File: src/rtl/vga_timing_controller.sv
`default_nettype none
// ============================================================================
//  Module   : vga_timing_controller
//  Purpose  : VGA raster timing generator. It produces the pixel tick,
//             the horizontal and vertical counters, hsync and vsync, and the
//             row/col coordinates used by the pixel drawer. It also registers
//             the drawer's RGB answer onto the DAC pins so that colour and
//             sync arrive together, and it provides frame_start and vblank
//             for the game-logic update window.
//  Revision : 1.0 - initial release
// ----------------------------------------------------------------------------
//  Ports
//    clk         in   1  system clock
//    reset_n     in   1  asynchronous active-low reset (released synchronously)
//    red_in      in   4  drawer red for the current row/col
//    green_in    in   4  drawer green for the current row/col
//    blue_in     in   4  drawer blue for the current row/col
//    row         out 32  current visible line (0 while blanking)
//    col         out 32  current visible pixel (0 while blanking)
//    video_on    out  1  row/col lie inside the visible region
//    hsync       out  1  horizontal sync to the connector
//    vsync       out  1  vertical sync to the connector
//    red         out  4  registered red to the DAC
//    green       out  4  registered green to the DAC
//    blue        out  4  registered blue to the DAC
//    frame_start out  1  one-clk pulse when row/col become (0,0)
//    vblank      out  1  high while the current line is outside the picture
// ============================================================================
module vga_timing_controller #(
  parameter int CLK_DIV         = 2,
  parameter int H_VISIBLE       = 640,
  parameter int H_FRONT         = 16,
  parameter int H_SYNC          = 96,
  parameter int H_BACK          = 48,
  parameter int V_VISIBLE       = 480,
  parameter int V_FRONT         = 10,
  parameter int V_SYNC          = 2,
  parameter int V_BACK          = 33,
  parameter int SYNC_ACTIVE_LOW = 1
) (
  input  logic        clk,
  input  logic        reset_n,
  input  logic [3:0]  red_in,
  input  logic [3:0]  green_in,
  input  logic [3:0]  blue_in,
  output logic [31:0] row,
  output logic [31:0] col,
  output logic        video_on,
  output logic        hsync,
  output logic        vsync,
  output logic [3:0]  red,
  output logic [3:0]  green,
  output logic [3:0]  blue,
  output logic        frame_start,
  output logic        vblank
);

  // --------------------------------------------------------------------------
  // Geometry constants
  // --------------------------------------------------------------------------
  localparam int c_h_total = H_VISIBLE + H_FRONT + H_SYNC + H_BACK;
  localparam int c_v_total = V_VISIBLE + V_FRONT + V_SYNC + V_BACK;
  localparam int c_hw      = $clog2(c_h_total);
  localparam int c_vw      = $clog2(c_v_total);

  localparam logic [c_hw-1:0] c_h_max      = c_hw'(c_h_total - 1);
  localparam logic [c_hw-1:0] c_h_vis      = c_hw'(H_VISIBLE);
  localparam logic [c_hw-1:0] c_hs_start   = c_hw'(H_VISIBLE + H_FRONT);
  // Sync end may equal the total (no back porch), so it gets one spare bit.
  localparam logic [c_hw:0]   c_hs_end     = (c_hw + 1)'(H_VISIBLE + H_FRONT + H_SYNC);

  localparam logic [c_vw-1:0] c_v_max      = c_vw'(c_v_total - 1);
  localparam logic [c_vw-1:0] c_v_vis      = c_vw'(V_VISIBLE);
  localparam logic [c_vw-1:0] c_vs_start   = c_vw'(V_VISIBLE + V_FRONT);
  localparam logic [c_vw:0]   c_vs_end     = (c_vw + 1)'(V_VISIBLE + V_FRONT + V_SYNC);

  localparam logic c_sync_off = (SYNC_ACTIVE_LOW != 0) ? 1'b1 : 1'b0;
  localparam logic c_sync_on  = ~c_sync_off;

  // --------------------------------------------------------------------------
  // Pixel tick
  // --------------------------------------------------------------------------
  logic w_tick;

  generate
    if (CLK_DIV == 1) begin : g_tick_every_clk
      assign w_tick = 1'b1;
    end else begin : g_tick_divided
      localparam int c_dw = $clog2(CLK_DIV);
      localparam logic [c_dw-1:0] c_div_max = c_dw'(CLK_DIV - 1);

      logic [c_dw-1:0] r_div_cnt;

      always_ff @(posedge clk or negedge reset_n) begin
        if (!reset_n) begin
          r_div_cnt <= '0;
        end else if (r_div_cnt == c_div_max) begin
          r_div_cnt <= '0;
        end else begin
          r_div_cnt <= r_div_cnt + 1'b1;
        end
      end

      // The tick lands on the last clock of each pixel period, so the first
      // tick after reset release occurs CLK_DIV clocks later.
      assign w_tick = (r_div_cnt == c_div_max);
    end
  endgenerate

  // --------------------------------------------------------------------------
  // Raster counters
  // The counters hold the position that the next tick loads into stage 0.
  // Starting them at (0,0) makes the first tick after reset present pixel
  // (0,0) on row/col together with frame_start.
  // --------------------------------------------------------------------------
  logic [c_hw-1:0] r_h_count;
  logic [c_vw-1:0] r_v_count;

  always_ff @(posedge clk or negedge reset_n) begin
    if (!reset_n) begin
      r_h_count <= '0;
      r_v_count <= '0;
    end else if (w_tick) begin
      if (r_h_count == c_h_max) begin
        r_h_count <= '0;
        if (r_v_count == c_v_max) begin
          r_v_count <= '0;
        end else begin
          r_v_count <= r_v_count + 1'b1;
        end
      end else begin
        r_h_count <= r_h_count + 1'b1;
      end
    end
  end

  logic w_h_vis;
  logic w_v_vis;
  logic w_vis;

  assign w_h_vis = (r_h_count < c_h_vis);
  assign w_v_vis = (r_v_count < c_v_vis);
  assign w_vis   = w_h_vis && w_v_vis;

  // --------------------------------------------------------------------------
  // Stage 0: coordinates presented to the drawer
  // row/col are forced to 0 in blanking so the drawer's tile index never
  // runs past the edge of its map.
  // --------------------------------------------------------------------------
  logic [c_hw-1:0] r_h_d;
  logic [c_vw-1:0] r_v_d;

  always_ff @(posedge clk or negedge reset_n) begin
    if (!reset_n) begin
      row         <= '0;
      col         <= '0;
      video_on    <= 1'b0;
      vblank      <= 1'b0;
      frame_start <= 1'b0;
      r_h_d       <= '0;
      r_v_d       <= '0;
    end else begin
      // Cleared on every clock so the pulse is one clk wide for any CLK_DIV.
      frame_start <= w_tick && (r_h_count == '0) && (r_v_count == '0);
      if (w_tick) begin
        video_on <= w_vis;
        col      <= w_vis ? 32'(r_h_count) : 32'd0;
        row      <= w_vis ? 32'(r_v_count) : 32'd0;
        vblank   <= !w_v_vis;
        r_h_d    <= r_h_count;
        r_v_d    <= r_v_count;
      end
    end
  end

  // --------------------------------------------------------------------------
  // Stage 1: DAC colour and sync, one pixel behind row/col
  // Sync is decoded from the stage-0 copy of the counters so it stays aligned
  // with the colour sampled from the drawer for that same pixel.
  // --------------------------------------------------------------------------
  logic w_hs_act;
  logic w_vs_act;

  assign w_hs_act = (r_h_d >= c_hs_start) && ({1'b0, r_h_d} < c_hs_end);
  assign w_vs_act = (r_v_d >= c_vs_start) && ({1'b0, r_v_d} < c_vs_end);

  always_ff @(posedge clk or negedge reset_n) begin
    if (!reset_n) begin
      red   <= '0;
      green <= '0;
      blue  <= '0;
      hsync <= c_sync_off;
      vsync <= c_sync_off;
    end else if (w_tick) begin
      red   <= video_on ? red_in   : 4'd0;
      green <= video_on ? green_in : 4'd0;
      blue  <= video_on ? blue_in  : 4'd0;
      hsync <= w_hs_act ? c_sync_on : c_sync_off;
      vsync <= w_vs_act ? c_sync_on : c_sync_off;
    end
  end

endmodule
`default_nettype wire

File: config.mk
export PLATFORM = sky130hd
export DESIGN_NAME = vga_timing_controller
export DESIGN_NICKNAME = d
export VERILOG_FILES = /design/src/rtl/vga_timing_controller.sv
export SDC_FILE = /design/constraint.sdc
export NUM_CORES = 1
export LEC_CHECK = 0
export BUFFER_PORTS_ARGS = -buffer_cell sky130_fd_sc_hd__buf_4
export CORE_UTILIZATION = 50
export CTS_BUF_LIST = sky130_fd_sc_hd__clkbuf_16
export DETAILED_ROUTE_END_ITERATION = 6
export GPL_ROUTABILITY_DRIVEN = 0
export PLACE_DENSITY_LB_ADDON = 0.25
export SLEW_MARGIN = 10
export SYNTH_ARGS = -nofsm -noshare
export SYNTH_HDL_FRONTEND = slang
export SYNTH_SLANG_ARGS = --single-unit
File: constraint.sdc
create_clock -name clk -period 3.5 [get_ports clk]
set_input_delay 0.35 -clock clk [delete_from_list [all_inputs] [get_ports clk]]
set_output_delay 0.35 -clock clk [all_outputs]
set_load 0.1 [all_outputs]
==> impl_metrics.env <==
export IMPL_status="finished, violations left"
export IMPL_violations="DRC"
export IMPL_via_count=2414
export IMPL_slowest_stage="or4b_1"
export IMPL_drive_above_1_share_pct=17.84
export IMPL_drt_iter0_drc=132
export IMPL_root_buffer="clkbuf_16"
export IMPL_clockPowerShare_pct=45.0
export IMPL_die_h_um=84.66
export IMPL_yosys_most_used_dff="dfrtp_1"
export IMPL_yosysMostFrequentCell="dfrtp_1"
export IMPL_p_sw_uw=621.4
export IMPL_critPathMaxFanout=9
export IMPL_postRouteAntennaNets=0
export IMPL_ctsResizeCount=0
export IMPL_p_int_mw=1.490
export IMPL_crit_buf_inv=0
export IMPL_synthTopCellsByCount="dfrtp_1, buf_4, inv_1"
export IMPL_min_path_type="in2async"
export IMPL_clock_sinks=73
export IMPL_rr_startpoint="r_h_count[6]"
export IMPL_synth_largest_area_cell="dfrtp_1"
export IMPL_crit_path_start="r_h_count[6]"
export IMPL_p_leak_nw=1.954
export IMPL_synth_edff_count=0
export IMPL_grtUsageTotal_pct=18.96
export IMPL_syn2layout_area_growth_pct=16.63
export IMPL_rows=29
export IMPL_grt_setup_unrepaired="false"
export IMPL_yosysWarningCount=0
export IMPL_async_flop_share_pct=100.0
export IMPL_final_hold_viol_count=0
export IMPL_required_ns=3.76
export IMPL_worstPathArrival_ns=2.37
export IMPL_first_pass_iters=7
export IMPL_nNetsFinal=411
export IMPL_r2r_cells=4
export IMPL_antenna_found_initial=0
export IMPL_synth_top_area_share_pct=52.01
export IMPL_fin_tns_setup_ns=0
export IMPL_yosys_top_cells_area="dfrtp_1, buf_4, o2bb2ai_1"
export IMPL_num_antenna_cells=0
export IMPL_post_route_min_period_ns=2.115
export IMPL_clk_latency_ns=0.33
export IMPL_irDropWorstVdd_mv=0.2914
export IMPL_cp_depth=4
export IMPL_cts_tree="yes"
export IMPL_clk_pin_slew_ns=0.06
export IMPL_setup_viol=0
export IMPL_seqPwrFrac_pct=40.5
export IMPL_tightest_slew_ns=0.8761
export IMPL_die_area_um2=7166
export IMPL_grt_pass1_wl_um=10620
export IMPL_synthesis_area_um2=3416
export IMPL_cts_setup_buffers=0
export IMPL_hpwl_um=4138
export IMPL_max_slew_margin_pct=41.60
export IMPL_cts_path_max_buffers=2
export IMPL_wl_per_cell_um=13.22
export IMPL_fin_worst_skew_ns=0.005742
export IMPL_synth_area_per_cell_um2=9.844
export IMPL_worst_setup_path_start_kind="register"
export IMPL_drc=12
export IMPL_crit_path_end="r_v_count[8]"
export IMPL_power_density_nw_per_um2=530.1
export IMPL_critPathTopFamily="simple AND/OR/NAND/NOR gates"
export IMPL_port_buffers=50
export IMPL_critPathCaptureType="register"
export IMPL_placed_cells=459
export IMPL_h_tree_depth=3
export IMPL_cap_violations=0
export IMPL_initial_utilization_pct=52.89
export IMPL_avgViaCountPerCell=5.082
export IMPL_regToRegSetupSlack_ns=1.38
export IMPL_yosysSeqAreaShare_pct=53.55
export IMPL_path_class="reg2reg"
export IMPL_r2r_end="r_v_count[8]"
export IMPL_io_pins=95
export IMPL_cp_slowest_stage_delay_ns=0.57
export IMPL_die_w_um=84.66
export IMPL_cts_made_buffers=9
export IMPL_synthCells=347
export IMPL_wl_um=6280
export IMPL_grt_overflow=0
export IMPL_holdBufCountCts=0
export IMPL_max_freq_mhz=472.8
export IMPL_grt_max_degree=74
export IMPL_final_cells=475
export IMPL_power_frac_comb_pct=14.5
export IMPL_period_share_pct=60.43
export IMPL_core_um2=6459
export IMPL_p_sw_share_pct=29.43
export IMPL_path_cells="or4b_1 > or3b_1 > nor4_2 > xor2_1"
export IMPL_ys_ff_latch=73
export IMPL_final_max_slew_viol_count=0
export IMPL_grt_pass1_vias=2267
export IMPL_synth_cell_type_count=39
[placed cells by master (no fill, tap or decap), types with 2 or more instances in the layout]
master / synthesis / routed
conb_1: 1 / 44
and3_1: 3 / 3
xnor2_1: 3 / 3
nand2_1: 31 / 31
nor4_1: 4 / 4
clkinv_1: 0 / 3
or3_1: 2 / 2
nor3_1: 5 / 5
a21oi_1: 8 / 8
clkbuf_16: 0 / 9
buf_4: 44 / 52
nor4_2: 2 / 2
nor2b_1: 2 / 2
inv_1: 34 / 34
nor2_1: 10 / 10
nand3_1: 23 / 23
o2bb2ai_1: 19 / 19
dfrtp_1: 71 / 70
bufinv_16: 0 / 2
o21ai_1: 32 / 32
xor2_1: 7 / 7
o21ai_0: 3 / 3
nand4_1: 7 / 7
ha_1: 4 / 4
dfstp_2: 2 / 2
[area by class of cell]
type	instances	area [µm²]
fill	558	2475
sequential	73	1831
multi-input combinational	222	1225
timing repair buffer	52	390.4
clock buffer	9	225.2
inverter	35	131.4
tap	77	96.34
clock inverter	7	85.08
[routing by layer]
layer | routed length, µm | track usage (%)
met1 | 2937 | 26.26
met2 | 2868 | 28.46
met3 | 402 | 5.506
met4 | 71 | 7.242
met5 | 0 | 0
[how the worst min path moves through the flow]
stage / to / slack, ns / depth (start not counted)
finish: row[2] / 0.14 / 1
detailed placement: row[0] / 0.47 / 1
CTS: row[2] / 0.18 / 1
global placement: col[9] / 0.47 / 1
floorplan: blue[0] / 0.05 / 0
global route: r_v_d[6] / 0.23 / 1
[cell families (layout without fill, tap and decap cells)]
group | Yosys count | count (layout) | synth area share (%)
flip-flops | 73 | 73 | 53.55
AO/OA/AOI/OAI | 65 | 65 | 11.79
XOR/XNOR | 10 | 10 | 2.564
multiplexers | 2 | 2 | 0.6227
buffers and inverters | 95 | 103 | 15.31
other | 1 | 44 | 0.1098
adder cells (fa/ha/maj) | 4 | 4 | 1.465
AND/OR/NAND/NOR | 97 | 97 | 14.58
[sequential cells by signal (all words and copies together) (netlist names)]
register and cells:
blue 4, col 10, frame_start 1, g_tick_divided.r_div_cnt 1, green 4, hsync 1
r_h_count 10, r_h_d 6, r_v_count 10, r_v_d 9, red 4, row 10
vblank 1, video_on 1, vsync 1
[through the flow]
step	power [mW]	area [µm²]	setup slack, ns	hold slack, ns	utilization (%)
after floorplan	1.174	3577	1.526	0.05441	-
after global placement	1.175	3674	1.426	0.4719	56.88
after detailed placement	1.177	3674	1.393	0.4746	56.88
after CTS	2.123	3984	1.373	0.1826	61.68
after global routing	2.169	3984	1.230	0.2311	61.68
final	2.112	3984	1.385	0.1359	61.68
[power groups by stage]
stage	combinational (mW)	sequential [mW]	clock (mW)
after floorplan	0.251	0.923	0
after global placement	0.306	0.870	0
after detailed placement	0.306	0.870	0
after CTS	0.306	0.855	0.961
after global routing	0.315	0.856	0.998
final	0.305	0.855	0.951
Note: power is estimated with default switching activity, not from simulation.
